[src/rtl/cvxif_offload_ctrl.sv]
`default_nettype none
// ============================================================================
// Module   : cvxif_offload_ctrl
// Brief    : Offloads issue-stage instructions onto the CV-X-IF coprocessor
//            port and merges all completions into one scoreboard writeback.
// Revision : 1.0
// ============================================================================
module cvxif_offload_ctrl #(
    parameter int XLEN          = 32,
    parameter int NR_SB_ENTRIES = 4,
    parameter int TRANS_ID_BITS = $clog2(NR_SB_ENTRIES)
) (
    input  logic                     clk_i,
    input  logic                     rst_ni,
    input  logic                     flush_i,
    // issue stage side
    input  logic                     x_valid_i,
    output logic                     x_ready_o,
    input  logic [31:0]              x_instr_i,
    input  logic [XLEN-1:0]          x_rs1_i,
    input  logic [XLEN-1:0]          x_rs2_i,
    input  logic [TRANS_ID_BITS-1:0] x_trans_id_i,
    // coprocessor request
    output logic                     cop_req_valid_o,
    input  logic                     cop_req_ready_i,
    output logic [31:0]              cop_req_instr_o,
    output logic [XLEN-1:0]          cop_req_rs1_o,
    output logic [XLEN-1:0]          cop_req_rs2_o,
    output logic [TRANS_ID_BITS-1:0] cop_req_id_o,
    input  logic                     cop_accept_i,
    input  logic                     cop_writeback_i,
    // coprocessor result
    input  logic                     cop_res_valid_i,
    output logic                     cop_res_ready_o,
    input  logic [TRANS_ID_BITS-1:0] cop_res_id_i,
    input  logic [XLEN-1:0]          cop_res_data_i,
    // scoreboard writeback
    output logic                     wb_valid_o,
    output logic [TRANS_ID_BITS-1:0] wb_trans_id_o,
    output logic [XLEN-1:0]          wb_data_o,
    output logic                     wb_we_o,
    output logic                     wb_exception_o,
    output logic [TRANS_ID_BITS:0]   outstanding_o
);

    typedef enum logic [0:0] {
        IDLE = 1'b0,
        REQ  = 1'b1
    } state_e;

    state_e                     state_q, state_d;
    logic [NR_SB_ENTRIES-1:0]   pending_q, pending_d;
    logic [NR_SB_ENTRIES-1:0]   killed_q, killed_d;
    logic [31:0]                req_instr_q, req_instr_d;
    logic [XLEN-1:0]            req_rs1_q, req_rs1_d;
    logic [XLEN-1:0]            req_rs2_q, req_rs2_d;
    logic [TRANS_ID_BITS-1:0]   req_id_q, req_id_d;
    logic                       wb_valid_q, wb_valid_d;
    logic [TRANS_ID_BITS-1:0]   wb_id_q, wb_id_d;
    logic [XLEN-1:0]            wb_data_q, wb_data_d;
    logic                       wb_we_q, wb_we_d;
    logic                       wb_exc_q, wb_exc_d;

    logic                       x_ready;
    logic                       res_ready;
    logic                       req_hs;
    logic                       res_hs;
    logic                       res_hit;
    logic [TRANS_ID_BITS:0]     outstanding;

    assign req_hs    = (state_q == REQ) && cop_req_ready_i;
    // A local request completion owns the writeback port this cycle
    assign res_ready = rst_ni && !req_hs;
    assign res_hs    = cop_res_valid_i && res_ready;
    assign res_hit   = res_hs && pending_q[cop_res_id_i];

    // Killed IDs stay blocked so a late result cannot alias a reissue
    assign x_ready = rst_ni && (state_q == IDLE) && !pending_q[x_trans_id_i]
                     && !killed_q[x_trans_id_i] && !flush_i;

    always_comb begin
        state_d     = state_q;
        pending_d   = pending_q;
        killed_d    = killed_q;
        req_instr_d = req_instr_q;
        req_rs1_d   = req_rs1_q;
        req_rs2_d   = req_rs2_q;
        req_id_d    = req_id_q;
        wb_valid_d  = 1'b0;
        wb_id_d     = '0;
        wb_data_d   = '0;
        wb_we_d     = 1'b0;
        wb_exc_d    = 1'b0;

        if (res_hs) begin
            if (pending_q[cop_res_id_i]) begin
                pending_d[cop_res_id_i] = 1'b0;
            end else if (killed_q[cop_res_id_i]) begin
                killed_d[cop_res_id_i] = 1'b0;
            end
        end

        if (res_hit) begin
            wb_valid_d = 1'b1;
            wb_id_d    = cop_res_id_i;
            wb_data_d  = cop_res_data_i;
            wb_we_d    = 1'b1;
        end

        case (state_q)
            IDLE: begin
                if (x_valid_i && x_ready) begin
                    state_d     = REQ;
                    req_instr_d = x_instr_i;
                    req_rs1_d   = x_rs1_i;
                    req_rs2_d   = x_rs2_i;
                    req_id_d    = x_trans_id_i;
                end
            end
            REQ: begin
                if (req_hs) begin
                    state_d = IDLE;
                    if (cop_accept_i && cop_writeback_i) begin
                        pending_d[req_id_q] = 1'b1;
                    end else begin
                        wb_valid_d = 1'b1;
                        wb_id_d    = req_id_q;
                        wb_exc_d   = !cop_accept_i;
                        wb_data_d  = cop_accept_i ? '0 : XLEN'(req_instr_q);
                    end
                end else if (flush_i) begin
                    state_d = IDLE;
                end
            end
            default: state_d = IDLE;
        endcase

        // Anything still owed a result becomes a result to be discarded
        if (flush_i) begin
            killed_d   = killed_d | pending_d;
            pending_d  = '0;
            wb_valid_d = 1'b0;
            wb_id_d    = '0;
            wb_data_d  = '0;
            wb_we_d    = 1'b0;
            wb_exc_d   = 1'b0;
        end
    end

    always_comb begin
        outstanding = '0;
        for (int i = 0; i < NR_SB_ENTRIES; i++) begin
            outstanding = outstanding
                        + {{TRANS_ID_BITS{1'b0}}, (pending_q[i] | killed_q[i])};
        end
    end

    always_ff @(posedge clk_i) begin
        if (!rst_ni) begin
            state_q     <= IDLE;
            pending_q   <= '0;
            killed_q    <= '0;
            req_instr_q <= '0;
            req_rs1_q   <= '0;
            req_rs2_q   <= '0;
            req_id_q    <= '0;
            wb_valid_q  <= 1'b0;
            wb_id_q     <= '0;
            wb_data_q   <= '0;
            wb_we_q     <= 1'b0;
            wb_exc_q    <= 1'b0;
        end else begin
            state_q     <= state_d;
            pending_q   <= pending_d;
            killed_q    <= killed_d;
            req_instr_q <= req_instr_d;
            req_rs1_q   <= req_rs1_d;
            req_rs2_q   <= req_rs2_d;
            req_id_q    <= req_id_d;
            wb_valid_q  <= wb_valid_d;
            wb_id_q     <= wb_id_d;
            wb_data_q   <= wb_data_d;
            wb_we_q     <= wb_we_d;
            wb_exc_q    <= wb_exc_d;
        end
    end

    assign x_ready_o       = x_ready;
    assign cop_res_ready_o = res_ready;
    assign cop_req_valid_o = (state_q == REQ);
    assign cop_req_instr_o = req_instr_q;
    assign cop_req_rs1_o   = req_rs1_q;
    assign cop_req_rs2_o   = req_rs2_q;
    assign cop_req_id_o    = req_id_q;
    assign wb_valid_o      = wb_valid_q;
    assign wb_trans_id_o   = wb_id_q;
    assign wb_data_o       = wb_data_q;
    assign wb_we_o         = wb_we_q;
    assign wb_exception_o  = wb_exc_q;
    assign outstanding_o   = outstanding;

    // A result for an ID that is neither pending nor killed is a coprocessor bug
    a_res_id_known: assert property (
        @(posedge clk_i) disable iff (!rst_ni)
        res_hs |-> (pending_q[cop_res_id_i] || killed_q[cop_res_id_i])
    );

endmodule
`default_nettype wire

[config.mk]
export PLATFORM = sky130hd
export DESIGN_NAME = cvxif_offload_ctrl
export DESIGN_NICKNAME = d
export VERILOG_FILES = /design/src/rtl/cvxif_offload_ctrl.sv
export SDC_FILE = /design/constraint.sdc
export NUM_CORES = 1
export LEC_CHECK = 0
export ABC_AREA = 1
export CAP_MARGIN = 20
export CORE_MARGIN = 8
export CORE_UTILIZATION = 40
export CTS_CLUSTER_DIAMETER = 200
export DETAILED_ROUTE_END_ITERATION = 6
export PLACE_DENSITY = 0.82
export SYNTH_ARGS = -nofsm -noshare
export SYNTH_HDL_FRONTEND = slang
export SYNTH_SLANG_ARGS = --single-unit
export TNS_END_PERCENT = 1
[constraint.sdc]
create_clock -name clk_i -period 2.1 [get_ports clk_i]
set_input_delay 0.42 -clock clk_i [delete_from_list [all_inputs] [get_ports clk_i]]
set_output_delay 0.42 -clock clk_i [all_outputs]
set_load 0.01 [all_outputs]
Word-level counts from Yosys, hierarchy flattened
Index checks and enable logic that the tools add are counted.
{"block": "op_classes", "n_addsub": 3, "magnitude_cmp": 5, "n_mux": 38, "n_bitwise": 12, "n_reduce_logical": 20}
{"cell": "2-to-1 mux 32 bit", "count": 5}
{"cell": "2-to-1 mux 4 bit", "count": 9}
{"cell": "2-to-1 mux 1 bit", "count": 13}
{"cell": "logical AND 1 bit", "count": 12}
{"cell": "less-than comparator 2 x 3 -> 1 bit (second input constant)", "count": 3}
{"cell": "AND 4 bit", "count": 2}
{"cell": "binary-select mux 1 bit (select 2 bit)", "count": 4}
{"cell": "2-to-1 mux 2 bit", "count": 4}
{"cell": "OR 4 bit", "count": 2}
{"cell": "logical NOT 1 bit", "count": 5}
{"cell": "OR reduction 5 bit", "count": 1}
{"cell": "demux 1 bit (select 2 bit)", "count": 2}
{"cell": "greater-or-equal comparator 2 x 1 -> 1 bit (second input constant)", "count": 2}
{"cell": "NOT 4 bit", "count": 1}
{"cell": "OR 1 bit", "count": 4}
{"cell": "adder 2 x 1 -> 3 bit", "count": 1}
{"cell": "adder 3 x 1 -> 3 bit", "count": 1}
{"cell": "NOT 1 bit", "count": 3}
{"cell": "adder 1 x 1 -> 2 bit", "count": 1}
{"cell": "case mux 1 bit (2 select lines)", "count": 1}
{"cell": "AND reduction 2 bit", "count": 1}
{"cell": "OR reduction 2 bit", "count": 1}
{"block": "totals", "reg_bits": 144, "in_bits": 140, "output_inout_bits": 141, "word_cells": 90}

Logic depth before layout (Yosys ltp)
{"block": "depth", "ltp_word": 14, "depth_mapped": 10}

Worst setup path before layout
OpenSTA, ideal clock, no wires.
{"block": "synth_path", "kind": "reg-to-output", "from": "register killed_q[1]", "to": "output port outstanding_o[1]", "arrival_ns": 1.424, "t_required_ns": 1.680, "setup_slack_ns": 0.256, "stages_incl_launch_ff": 6, "n_path_buf": 0, "cell_sequence": "dfxtp_1 > nor2_1 > inv_1 > fa_1 > ha_1 > ha_1"}
{"block": "synth_via", "elab_chain_cells": 4}
{"item": "start: declaration", "line_no": "53", "source": "logic [NR_SB_ENTRIES-1:0] killed_q, killed_d;"}
{"item": "start signal: assignment", "line_no": "175", "source": "killed_q <= killed_d;"}
{"item": "OR 1 bit", "line_no": "154", "source": "+ {{TRANS_ID_BITS{1'b0}}, (pending_q[i] | killed_q[i])};"}
{"item": "adder 1 x 1 -> 2 bit", "line_no": "154"}
{"item": "adder 2 x 1 -> 3 bit", "line_no": "154"}
{"item": "adder 3 x 1 -> 3 bit", "line_no": "154"}
{"item": "end: declaration", "line_no": "43", "source": "output logic [TRANS_ID_BITS:0] outstanding_o"}
Every way passes these cells.

Worst setup path in the final report
{"block": "layout_path", "from": "register pending_q[1]", "to": "output port outstanding_o[1]"}
{"block": "layout_via", "elab_chain_cells": 4}
{"item": "start: declaration", "line_no": "52", "source": "logic [NR_SB_ENTRIES-1:0] pending_q, pending_d;"}
{"item": "start signal: assignment", "line_no": "174", "source": "pending_q <= pending_d;"}
{"item": "OR 1 bit", "line_no": "154"}
{"item": "adder 1 x 1 -> 2 bit", "line_no": "154"}
{"item": "adder 2 x 1 -> 3 bit", "line_no": "154"}
{"item": "adder 3 x 1 -> 3 bit", "line_no": "154"}
Every way passes these cells.

==> results.toml <==
[outcome]
status = "finished, violations left"
violations = "setup timing"

[die]
dieHeight_microns = 135
core_area_sq_um = 13900
die-area_sq_um = 18200
die_w_microns = 135
initial_core_util = 0.408
boundaryPins = 281
std_cell_rows = 43

[global_routing]
grt_pass1_vias = 5501
antenna_found_initial = 0
grt_remaining_overflow = 0
grt_start_max_net_pins = 111
grt_first_pass_wirelength_microns = 28000
grt.total_usage = 0.196

[placed_design]
numPortBuffers = 280
dpl.hpwl_microns = 13300
gp_congestion = 0.862
postPlaceCellArea_sq_um = 8740

[pwr]
power_density_nw_per_um2 = 721
power_leakage_nw = 4.39
totalPowerFinal_mw = 6.77
seq_power_share = 0.425
clockPowerShare = 0.448
p_sw_mw = 1.65
switching_share = 0.243
pwr-share-comb = 0.126
p_int_mw = 5.12
ir_drop_v = 0.000532

[sta]
finalCritPeriodShare = 1.12
finalClockSkew_ns = 0.00790
fmax_ghz = 0.425
hold_slack_ns = 0.355
finalMaxSlewViolations = 0
worst_slack_ns = -0.253
finalHoldViolations = 0
rsz0062_at_grt = "true"
tightest_slew_ns = 0.617
min_period_ns = 2.35
setup_violations = 3
relSlewSlack = 0.588

[logic_synthesis]
ys_seq_elements = 144
synth_cell_types = 21
yosysSeqAreaShare = 0.509
postSynthCellCount = 834
yosys_warnings = 0
yosysTopAreaCell = "dfxtp_1"
syn_nets = 977
netlist.area_leader.share = 0.509
synth_area_leaders = "dfxtp_1 (51%), nand2_1 (17%), nor2_1 (14%)"
syn_area_sq_um = 5670
syn_avg_cell_area_sq_um = 6.79

[clock_tree]
cts.sinks = 144
numCtsBuffers = 17
htree_levels = 4
clockBufferDepth = 2
clkSlewWorstSetupHoldPaths_ns = 0.06
clock_latency_ns = 0.42
cts_setup_buffers = 0
cts-root-buf = "clkbuf_16"
cts_tree = "done"

[worst_setup_path]
crit_fanout = 2
start_kind = "flip-flop"
required_ns = 1.68
arrival_ns = 1.93
cpPeakStageDelay_ns = 0.46
worstSetupPathType = "reg2out"
critPathSlowestCell = "fa_1"
cp_cell_sequence = "nor2_4, inv_2, fa_1, ha_2, ha_4, buf_6"
end_kind = "output pin"

[final_layout]
layout_commonest_cell = "clkdlybuf4s50_1"
drive_gt1_frac = 0.0671
syn2layout_area_growth_pct = 65.6
fin_util = 0.676
final_cell_mix = "clkdlybuf4s50_1 (273), nand2_1 (250), nor2_1 (208), dfxtp_1 (142), inv_1 (116)"
final_area_sq_um = 9380
antenna_cells = 0
nets = 1263

[route]
vias_per_cell = 4.35
dr_wl_met2_microns = 8820
drtIter0Drc = 293
postRouteAntennaNets = 0
top_layer = "met4"
met3_length_microns = 2180
wl_microns = 18400
wl_met1_microns = 7100
routedWlPerCell_microns = 14.0
drc_errors = 0
dr.pass1.iters = 4
vias = 5715

[run]
maxCapViolations = 0

[min_path]
min_path_type = "in2reg"
[routing by layer]
| metal | GRT usage | up-vias |
|---|---|---|
| li1 | - | 3014 |
| met1 | 0.199 | 2466 |
| met2 | 0.341 | 210 |
| met3 | 0.0988 | 25 |
| met4 | 0.0716 | 0 |
| met5 | 0 | - |
[worst max-delay path: cells and delay by family, from the launching register on]
family / cells / cell delay [ns]
buffers and inverters: 2 / 0.13
DFF: 1 / 0.34
and+or+nand+nor: 1 / 0.12
adders and majority gates: 3 / 0.93
[state kept, by name (all words and copies together) (netlist names), 2 cells and up]
| name | flops |
|---|---|
| cop_req_instr_o | 32 |
| cop_req_rs1_o | 32 |
| cop_req_rs2_o | 32 |
| wb_data_o | 32 |
| killed_q | 4 |
| pending_q | 4 |
| cop_req_id_o | 2 |
| wb_trans_id_o | 2 |
[power groups by stage]
stage	sequential, mW	combinational [mW]	clock (mW)
4_1_cts	2.88	0.864	3.11
5_1_grt	2.89	0.942	3.22
6_report	2.88	0.855	3.03
2_1_floorplan	2.98	0.268	0
3_3_place_gp	2.93	0.843	0
3_5_place_dp	2.94	0.850	0
[synthesized netlist by cell type, drive strengths merged]
cell type and count:
nand4 2, and2 3, inv 120, buf 19, o21ai 42, nand2 251
and3 1, nand3 13, ha 2, dfxtp 144, nor2 210, fa 1
clkbuf 19, o31ai 1, a21oi 5, or2 1
[cell families after synthesis]
logic type	synth area share
compound gates	0.0428
buf+inv	0.114
flops	0.509
simple gates	0.327
fa+ha+maj	0.00795
[area by class of cell]
| class | count | area (sq um) |
|---|---|---|
| Multi-Input combinational cell | 532 | 2180 |
| Timing Repair Buffer | 305 | 3040 |
| Inverter | 120 | 450 |
| Clock buffer | 18 | 439 |
| Tap cell | 180 | 225 |
| Clock inverter | 14 | 155 |
| Sequential cell | 144 | 2890 |
| Fill cell | 1145 | 4500 |
[metrics by stage]
step,TNS (ns),std cells,worst slack (ns)
after floorplan,0,834,0.256
after detailed placement,-3.93,1281,-0.318
after global routing,-0.692,1313,-0.299
after global placement,-3.01,1281,-0.308
final,-0.549,1313,-0.253
after CTS,-0.599,1313,-0.267
[repair_timing]
item | 4_1_cts | 5_1_grt
endpoints found under the setup margin | 5 | 4
hold buffers | 0 | 0
resized for setup | 27 | 5
pin swaps | 3 | 1
[path summary, 6_finish.rpt]
kind / startpoint / end / slack [ns] / depth (start not counted)
hold / removal: x_trans_id_i[0] / cop_req_id_o[0]$_SDFFE_PN0P_ / 0.35 / 3
hold reg to reg: killed_q[3]$_SDFF_PN0_ / killed_q[3]$_SDFF_PN0_ / 0.46 / 2
setup / recovery: pending_q[1]$_SDFF_PP0_ / outstanding_o[1] / -0.25 / 6
setup reg to reg: pending_q[3]$_SDFF_PP0_ / cop_req_rs1_o[21]$_SDFFE_PN0P_ / 0.40 / 10
No activity file was read; power rests on OpenSTA's default activity.
